--- src/rtl/piso_serializer.sv ---
// piso_serializer: parallel-in/serial-out serializer with a one-word hold buffer; even parity bit per frame when PISO_PARITY_EN is defined
module piso_serializer #(
    parameter int WIDTH     = 8,
    parameter bit MSB_FIRST = 1'b1
) (
    input  logic             clk,
    input  logic             reset,
    input  logic [WIDTH-1:0] in_data,
    input  logic             load_valid,
    output logic             load_ready,
    output logic             serial_out,
    output logic             serial_valid,
    output logic             frame_start,
    output logic             frame_done
);
    localparam int CW = $clog2(WIDTH);
    localparam logic [1:0] IDLE  = 2'd0;
    localparam logic [1:0] SHIFT = 2'd1;
`ifdef PISO_PARITY_EN
    localparam logic [1:0] PARITY = 2'd2;
    logic par;
`endif
    logic [1:0]       state;
    logic [WIDTH-1:0] shreg;
    logic [WIDTH-1:0] hold;
    logic [WIDTH-1:0] shifted;
    logic [WIDTH-1:0] next_word;
    logic [CW-1:0]    bit_cnt;
    logic             hold_full;
    logic             accept;
    logic             last_bit;
    logic             frame_end;
    logic             take_next;
    logic             data_bit;

    // Handshake, frame boundaries and the outgoing bit, all decoded from the current state
    always_comb begin
        load_ready   = !hold_full && !reset;
        accept       = load_valid && load_ready;
        last_bit     = state == SHIFT && bit_cnt == CW'(WIDTH - 1);
        take_next    = hold_full || accept;
        next_word    = hold_full ? hold : in_data;
        shifted      = MSB_FIRST ? {shreg[WIDTH-2:0], 1'b0} : {1'b0, shreg[WIDTH-1:1]};
        serial_valid = state != IDLE;
        frame_start  = state == SHIFT && bit_cnt == '0;
`ifdef PISO_PARITY_EN
        frame_end    = state == PARITY;
        data_bit     = state == PARITY ? par : (MSB_FIRST ? shreg[WIDTH-1] : shreg[0]);
`else
        frame_end    = last_bit;
        data_bit     = MSB_FIRST ? shreg[WIDTH-1] : shreg[0];
`endif
        frame_done   = frame_end;
        serial_out   = serial_valid && data_bit;
    end

    // Frame sequencing: at a frame boundary take the hold word (or a bypassed new word), otherwise shift and park incoming words in hold
    always_ff @(posedge clk) begin
        if (reset) begin
            state     <= IDLE;
            shreg     <= '0;
            hold      <= '0;
            hold_full <= 1'b0;
            bit_cnt   <= '0;
`ifdef PISO_PARITY_EN
            par       <= 1'b0;
`endif
        end else if (state == IDLE || frame_end) begin
            bit_cnt <= '0;
            state   <= take_next ? SHIFT : IDLE;
            if (take_next) begin
                shreg     <= next_word;
                hold_full <= 1'b0;
`ifdef PISO_PARITY_EN
                par       <= ^next_word;
`endif
            end
        end else begin
            shreg   <= shifted;
            bit_cnt <= bit_cnt + CW'(1);
`ifdef PISO_PARITY_EN
            if (last_bit) state <= PARITY;
`endif
            if (accept) begin
                hold      <= in_data;
                hold_full <= 1'b1;
            end
        end
    end
endmodule
--- config.mk ---
export PLATFORM = sky130hd
export DESIGN_NAME = piso_serializer
export DESIGN_NICKNAME = d
export VERILOG_FILES = /design/src/rtl/piso_serializer.sv
export SDC_FILE = /design/constraint.sdc
export NUM_CORES = 1
export LEC_CHECK = 0
export CORE_ASPECT_RATIO = 1.25
export CORE_MARGIN = 2
export CORE_UTILIZATION = 40
export DETAILED_ROUTE_END_ITERATION = 16
export DONT_BUFFER_PORTS = 1
export PLACE_DENSITY_LB_ADDON = 0.3
export SETUP_SLACK_MARGIN = 0.1
export SLEW_MARGIN = 20
export SYNTH_ARGS = -nofsm -noshare
export SYNTH_HDL_FRONTEND = slang
export SYNTH_SLANG_ARGS = --single-unit
export TNS_END_PERCENT = 20
--- constraint.sdc ---
create_clock -name clk -period 2.1 [get_ports clk]
set_input_delay 0.21 -clock clk [delete_from_list [all_inputs] [get_ports clk]]
set_output_delay 0.21 -clock clk [all_outputs]
set_load 0.01 [all_outputs]
==> impl_metrics.ini <==
[run_status]
status = finished clean

[timing]
fmax_mhz = 543.7
slew_violations = 0
fin_worst_skew_ps = 5.830
rsz0062_at_grt = no
period_share_pct = 87.58
setup_ws_ps = 260.8
period_minus_slack_ps = 1839
hold_viol = 0
slew_headroom_pct = 58.14
setup_tns_ps = 0
hold_ws_ps = 42.64
worstMarginPinSlew_ps = 625.1
finalSetupViolCount = 0

[power]
p_leak_nw = 0.4287
power.density_nw_per_um2 = 640.1
ir_worst_vdd_mv = 0.3066

[placement]
place_inst = 135
post-place-ws_ps = 254.1
gp_congestion = 0.7954
dp.final_hpwl_um = 1420
portBuffers = 0

[global_routing]
grt_usage_pct = 14.11
antenna_found_initial = 0
grt-ovfl-total = 0
grt_max_degree = 20
grt_first_pass_wirelength_um = 3491
grt_pass1_vias = 757

[cts]
path_clk_slew_ps = 120
htree_levels = 1
cts_buffer_depth = 2
clkLatencyLatePin_ps = 290
cts-resized-gates = 0
cts_tree = yes
clock_sinks = 21
cts_root_buffer = clkbuf_4
cts_setup_buffers = 0
numCtsBuffers = 3

[critical_path]
path_cells = ha_1 -> ha_1 -> nand2b_4 -> or3b_1 -> o221ai_2
cp-start-kind = flip-flop
startpoint = bit_cnt[0]$_SDFF_PP0_
r2r-end = shreg[7]$_SDFFE_PP0P_
arrival_ps = 2060
required_ps = 2320
max_stage_delay_ps = 540
regToRegSetupSlack_ps = 260
cpMostUsedCell = ha_1
ff2ff_path_depth = 5
cp-end-kind = flip-flop
cp_slowest_cell = or3b_1
critical_path_class = flip-flop to flip-flop
r2r_start = bit_cnt[0]$_SDFF_PP0_
cp_max_fo = 7
crit_end = shreg[7]$_SDFFE_PP0P_

[synthesis]
synth.yosys.warnings = 0
syn_inst = 108
synth.distinct_cells = 25
synth_area_per_cell_um2 = 10.01
ys_seq_area_share_pct = 38.89
synth.net_count = 122
syn_area_um2 = 1081
ys_ff_latch = 21

[route]
ant_nets = 0
drt_drc_violations_left = 0
drt_iter0_markers = 21
dr.pass1.iters = 6
drt_wl_total_um = 1985
via_count = 777
viasPerCell = 5.550
post_drt_wl_per_cell_um = 14.18

[die]
num_rows = 21
pin_count = 16
initial_utilization_pct = 41.14
die-area_um2 = 3137
die_w_um = 50.50
core_um2 = 2628
die_y_um = 62.13

[job]
maxCapViolCount = 0

[cells_and_area]
syn_to_final_growth_pct = 1.736
drive_above_1_share_pct = 19.81
final_cells = 140
layout_common_cells = 21 x dfxtp_1, 16 x nand2_1, 9 x nand2b_1
diodes = 0
nets = 121
layout_commonest_cell = dfxtp_1

[hold_path]
hold_class = input pin to flip-flop
[stage by stage]
step           area [um^2]  power, mW  util [%]
3_3_place_gp          1064     0.5203     40.48
3_5_place_dp          1064     0.5231     40.48
5_1_grt               1100     0.7542     41.86
2_1_floorplan         1081     0.5261         -
6_report              1100     0.7040     41.86
4_1_cts               1100     0.7105     41.86
[where the power goes]
group	switching [mW]	internal, mW
clock network	0.115	0.0737
registers	0.0162	0.418
logic	0.0421	0.0389
[flip-flops by register name, summed over array words and instances, names as in the netlist]
name and flops:
hold_full 1, state 1, bit_cnt 3, shreg 8, hold 8
[cell families (layout without fill, tap and decap cells)]
group	count (synthesis)	in the layout	share of synthesized area, %
flip-flops	21	21	38.89
adder cells (fa/ha/maj)	3	3	3.473
buffers and inverters	12	10	7.986
AO/OA/AOI/OAI	25	25	21.30
multiplexers	7	7	6.482
AND/OR/NAND/NOR	40	40	21.87
[metal layers]
metal	vias to the layer above	track usage (%)	part of all wire [%]
met3	2	3.365	4.8
met2	16	23.36	50
li1	380	-	-
met4	0	6.081	0.96
met5	-	0	0
met1	379	17.12	44
[layout make-up]
cell class / instances / area [um^2]
Clock buffer: 4 / 26.28
Fill cell: 265 / 1528
Inverter: 3 / 11.26
Multi-Input combinational cell: 75 / 574.3
Sequential cell: 21 / 420.4
Tap cell: 34 / 42.54
Timing Repair Buffer: 3 / 25.02
[worst max-delay path: cells and delay by family (launching register included)]
kind                       cells  cell delay [ps]
adders and majority gates      2              420
AOI/OAI and AO/OA              1              250
DFF                            1              370
and+or+nand+nor                2              730
[synthesized netlist by cell type]
cell type  count  area [um^2]
and2_2         1        7.510
a211oi_1       2        15.01
clkbuf_1       3        11.26
nand2b_4       1        13.76
a31o_2         5        43.79
a21oi_1        8        40.04
ha_1           3        37.54
and2_1         3        18.77
nor2_1         3        11.26
nand2b_1       9        56.30
a211o_1        1        8.760
nand3_1        1        5.000
o221ai_2       7        105.1
dfxtp_1       21        420.4
inv_1          3        11.26
nor3b_2        1        12.51
mux2i_1        7        70.07
and3b_1        1        8.760
or3b_1         1        8.760
a31o_1         2        17.52
nor4b_4        1        23.77
nor3_1         2        10.01
buf_4          1        7.510
buf_6          5        56.30
nand2_1       16        60.06
[what timing repair did]
action                     in CTS  in global routing
hold buffers                    1                  0
hold endpoints to repair        3                  0
setup endpoints to repair       0                  0
[how the worst min path moves through the flow]
stage,startpoint,to,cells past startpoint
floorplan,in_data[0],hold[0]$_SDFFE_PP0P_,2
global placement,reset,state[0]$_SDFFE_PP0P_,1
detailed placement,reset,state[0]$_SDFFE_PP0P_,1
CTS,in_data[0],hold[0]$_SDFFE_PP0P_,2
global route,in_data[1],hold[1]$_SDFFE_PP0P_,1
finish,in_data[7],hold[7]$_SDFFE_PP0P_,1
Note: power is estimated with default switching activity, not from simulation.
==> RTL edit 1: new RTL, same flow settings <==
Make the reset (`reset`) asynchronous in one clocked block.
--- a/src/rtl/piso_serializer.sv
+++ b/src/rtl/piso_serializer.sv
@@ -55,7 +55,7 @@
     end
 
     // Frame sequencing: at a frame boundary take the hold word (or a bypassed new word), otherwise shift and park incoming words in hold
-    always_ff @(posedge clk) begin
+    always_ff @(posedge clk or posedge reset) begin
         if (reset) begin
             state     <= IDLE;
             shreg     <= '0;
Behaviour: differs if reset is asserted again (counterexample within 4 cycles, from zero or initial values and one cycle with reset high); with reset held inactive, the same outputs for 10 cycles.
==> RTL edit 1 against the original RTL <==
Cell area up 1.1%; count of clock-buffer cells in the layout unchanged; synthesized area down 2.0%; first-iteration DRC count down 33%; clock skew down 3.9 ps; sequential cell count unchanged; wire length down 17%; setup slack better by 160 ps; die area down 1.8%.
Power is not compared: it rests on default switching activity, and its combinational part moved more than twofold at a synthesized area within 25%.
==> RTL edit 1: results (changes against the original RTL) <==
[synth]
synthMuxAreaShare=0.161  ; +0.0958
synth_xor_xnor_area_share=0  ; unchanged
synth_fp_nets=109  ; -11%
synth_cell_types=21  ; -16%
synth-adder-area-share=0.0354  ; +0.000697
synthTopCellsByArea=dfrtp_1 (50%), mux2_2 (8.5%), mux2i_1 (7.6%)
yosysWarnings=0  ; unchanged
synth_commonest_cells=dfrtp_1 (21), nor2_1 (11), mux2_2 (8), mux2i_1 (8), o21ai_0 (8)
synth_seq_area_share=0.496  ; +0.107
async_flop_share=1.00  ; +1.00
synth_compound_area_frac=0.138  ; -0.0748
synth_top_family_by_area=multiplexers
synth_ff_type=dfrtp_1

[timing]
clock_skew_ps=1.94  ; -3.89 ps
worstMarginPinSlew_ps=780  ; +155 ps

[clock_tree]
clk_pin_slew_ps=110
insertion_delay_ps=300
clk_path_buf_depth=2  ; unchanged
post_cts_resized=0  ; unchanged
ctsRootBufferMaster=clkbuf_4
htree_num_levels=1  ; unchanged
cts_setup_buffers=0  ; unchanged
holdBufCountCts=1  ; unchanged

[cells_and_area]
drive_gt1_frac=0.156  ; -0.0419
fillers=238  ; -10%
fin_nets=111  ; -8.3%
antennaDiodeCount=0  ; unchanged

[grt]
grt_util_all_layers=0.124  ; -0.0172
antenna_found_initial=0  ; unchanged
grt_pass1_vias=651  ; -14%
grt_first_pass_wirelength_mm=2.84  ; -19%
grt_max_degree=22  ; +10%

[worst_setup_path]
cp_slowest_cell=dfrtp_1
path_max_fanout=14  ; +7
cp_top_family=flip-flops
r2r_cells=6  ; +1
slowest_delay_ps=410  ; -130 ps
cp.arrival_ps=1890  ; -170 ps

[pwr]
leakage_nw=0.526

[min_path]
hold_depth=1  ; unchanged
hp-class=in2reg

[routing]
routed_wl_mm=1.64  ; -17%
drt_iter0_drc=14  ; -33%
via_per_inst=5.13  ; -7.5%
drt_pre_antenna_iters=4  ; -2

[place]
placed_cell_area_um2=1080  ; +1.2%
routabilityCongestion=0.692  ; -13%
port-buffer-count=0  ; unchanged
dp_hpwl_mm=1.20  ; -15%

[outcome]
status=completed

[RTL edit 1: stage by stage]
step	std cells	power (W)	hold slack (ps)	utilization	setup WS, ps
2_1_floorplan	95	0.00125	187	-	530
3_3_place_gp	124	0.00132	291	0.434	483
3_5_place_dp	124	0.00134	299	0.434	419
4_1_cts	129	0.00154	36.8	0.449	399
5_1_grt	129	0.00165	33.1	0.449	293
6_report	129	0.00151	47.2	0.449	416
[RTL edit 1: area by class of cell]
cell class / count / area [um^2] / share of cell area
sequential: 21 / 526 / 0.472
multi-input combinational: 65 / 483 / 0.434
tap: 33 / 41.3 / 0.0371
clock buffer: 4 / 26.3 / 0.0236
timing repair buffer: 3 / 25.0 / 0.0225
inverter: 3 / 11.3 / 0.0101
[RTL edit 1: metal layers]
layer | vias to the layer above | GRT usage | share of wire
li1 | 331 | - | -
met1 | 307 | 0.151 | 0.46
met2 | 20 | 0.199 | 0.45
met3 | 4 | 0.0267 | 0.065
met4 | 0 | 0.0833 | 0.023
met5 | - | 0 | 0
[RTL edit 1: worst paths after layout]
kind	endpoint	startpoint	slack [ps]
worst max-delay path	shreg[2]	bit_cnt[0]	420
worst min-delay path	hold[2]	in_data[2]	50
worst max register to register	shreg[2]	bit_cnt[0]	420
worst min register to register	bit_cnt[0]	bit_cnt[0]	470
max in group asynchronous	shreg[5]	reset	1140
min in group asynchronous	hold[2]	reset	480
[RTL edit 1: report_power, final]
part | internal, W | total (W) | switching [W]
combinational | 0.000328 | 0.000622 | 0.000294
sequential | 0.000580 | 0.000697 | 0.000116
clock | 0.0000741 | 0.000193 | 0.000119
total | 0.000982 | 0.00151 | 0.000529
[RTL edit 1: cell families after synthesis]
family          after synthesis
mux                          16
simple gates                 23
compound gates               23
fa+ha+maj                     3
buf+inv                       9
flops                        21
==> RTL edit 2: new RTL, same flow settings <==
Made on the original files. The option `PISO_PARITY_EN` is turned on by a define.
--- a/src/rtl/piso_serializer.sv
+++ b/src/rtl/piso_serializer.sv
@@ -1,4 +1,6 @@
 // piso_serializer: parallel-in/serial-out serializer with a one-word hold buffer; even parity bit per frame when PISO_PARITY_EN is defined
+`define PISO_PARITY_EN
+
 module piso_serializer #(
     parameter int WIDTH     = 8,
     parameter bit MSB_FIRST = 1'b1
Function: changed (Yosys sat finds a counterexample within 10 cycles, from zero or initial values and one cycle with reset high).
==> RTL edit 2 against the original RTL <==
Clock power rose by 4%; cell area up 12%; total power rose by 13%; synthesized area increased by 10%; via count is 10% higher; setup slack better by 120 ps; worst hold slack better by 12 ps; wire length grew 7.6%; combinational power increased by 52%; largest power group unchanged; sequential cell count up 2.
==> RTL edit 2: results (changes against the original RTL) <==
[routing]
wl_per_cell_um=12.9  ; -8.7%
dr.max_layer_used=met4
drt_pre_antenna_iters=4  ; -2
wl_met3_um=94  ; -1.1%
via_per_inst=5.19  ; -6.4%
wl_met2_mm=1.05  ; +5.2%
drt_iter0_drc=17  ; -19%
wl_met1_um=958  ; +9.9%

[place]
dp_hpwl_mm=1.58  ; +12%
routabilityCongestion=0.680  ; -14%
port-buffer-count=0  ; unchanged
dp_slack_ps=398  ; +144 ps

[grt]
grt_pass1_vias=835  ; +10%
antenna_found_initial=0  ; unchanged
grt_first_pass_wirelength_mm=3.76  ; +7.7%
grt_max_degree=20  ; unchanged
grt_util_all_layers=0.145  ; +0.00403

[synth]
synth_cell_types=26  ; +4.0%
synth_commonest_cells=dfxtp_1 (23), mux2i_1 (20), nor2_1 (17)
async_flop_share=0  ; unchanged
synthMuxAreaShare=0.168  ; +0.104
synth_seq_area_share=0.387  ; -0.00152
synth-adder-area-share=0.0316  ; -0.00314
yosysWarnings=0  ; unchanged
synth_xor_xnor_area_share=0.0874  ; +0.0874
synth_compound_area_frac=0.113  ; -0.100
synthTopCellsByArea=dfxtp_1 (39%), mux2i_1 (17%), xor2_1 (5.9%)

[clock_tree]
cts_inserted_buffers=3  ; unchanged
insertion_delay_ps=300
ctsRootBufferMaster=clkbuf_4
cts_setup_buffers=0  ; unchanged
clk_pin_slew_ps=120  ; about the same
htree_num_levels=1  ; unchanged

[pwr]
p_comb_frac=0.155  ; +0.040
leakage_nw=0.471  ; +9.8%
ir_drop_mv=0.386  ; +26%
p_seq_w=0.000474  ; +9.2%
p_sw_frac=0.256  ; +0.00929

[min_path]
hp-class=in2reg

[outcome]
status=completed

[cells_and_area]
antennaDiodeCount=0  ; unchanged
fin_nets=144  ; +19%
fillers=304  ; +15%
drive_gt1_frac=0.0853  ; -0.113
largestRegisters=hold x8, shreg x8, bit_cnt x3

[worst_setup_path]
cp_top_family=simple AND/OR/NAND/NOR gates
cp.arrival_ps=1890  ; -170 ps
path_max_fanout=11  ; +4
cp_slowest_cell=and3_1
slowest_delay_ps=500  ; -40 ps

[timing]
worstMarginPinSlew_ps=686  ; +60.7 ps
clock_skew_ps=2.57  ; -3.26 ps

==> RTL edit 2: cell count changes after synthesis, sizes merged, moves of 7 or more <==
cell    delta
a31o       -7
mux2i     +13
nand2b    -10
nor2      +14
o211ai     +7
o221ai     -7
xor2       +8
==> RTL edit 2: cell type report <==
class,instances,area (um^2),share of cell area
Inverter,4,15.0,0.0121
Clock buffer,4,26.3,0.0213
Timing Repair Buffer,5,40.0,0.0324
Tap cell,36,45.0,0.0364
Multi-Input combinational cell,93,649,0.525
Sequential cell,23,460,0.372
==> RTL edit 2: stage by stage <==
stage                     hold WS (ps)  cell area [um^2]  utilization  total power, W  instances
after global routing              46.1              1240        0.428        0.000845        165
after global placement             282              1200        0.415        0.000598        160
after floorplan                    357              1190            -        0.000586        129
after detailed placement           285              1200        0.415        0.000601        160
after CTS                         46.7              1240        0.428        0.000805        165
final                             54.6              1240        0.428        0.000795        165
==> RTL edit 2: worst paths after layout <==
kind                                 start          to  slack, ps  depth (start not counted)
worst max-delay path             hold_full     hold[3]        380                          4
worst max register to register   hold_full     hold[3]        380                          4
worst min register to register  bit_cnt[0]  bit_cnt[0]        450                          1
worst min-delay path            in_data[6]     hold[6]         50                          2
==> RTL edit 2: what timing repair did <==
item / CTS / global route
hold endpoints to repair: 18 / 0
gates resized for setup: 0 / 0
hold buffers: 1 / 0
==> RTL edit 2: metal layers <==
metal	track usage	vias up
met5	0	-
met4	0.0673	0
met3	0.0300	4
met2	0.234	15
met1	0.181	396
li1	-	442
==> RTL edit 2: kinds of logic after synthesis <==
kind of cell             count (synthesis)
AO/OA/AOI/OAI                           19
XOR/XNOR                                11
adder cells (fa/ha/maj)                  3
buffers and inverters                   13
flip-flops                              23
multiplexers                            20
AND/OR/NAND/NOR                         40
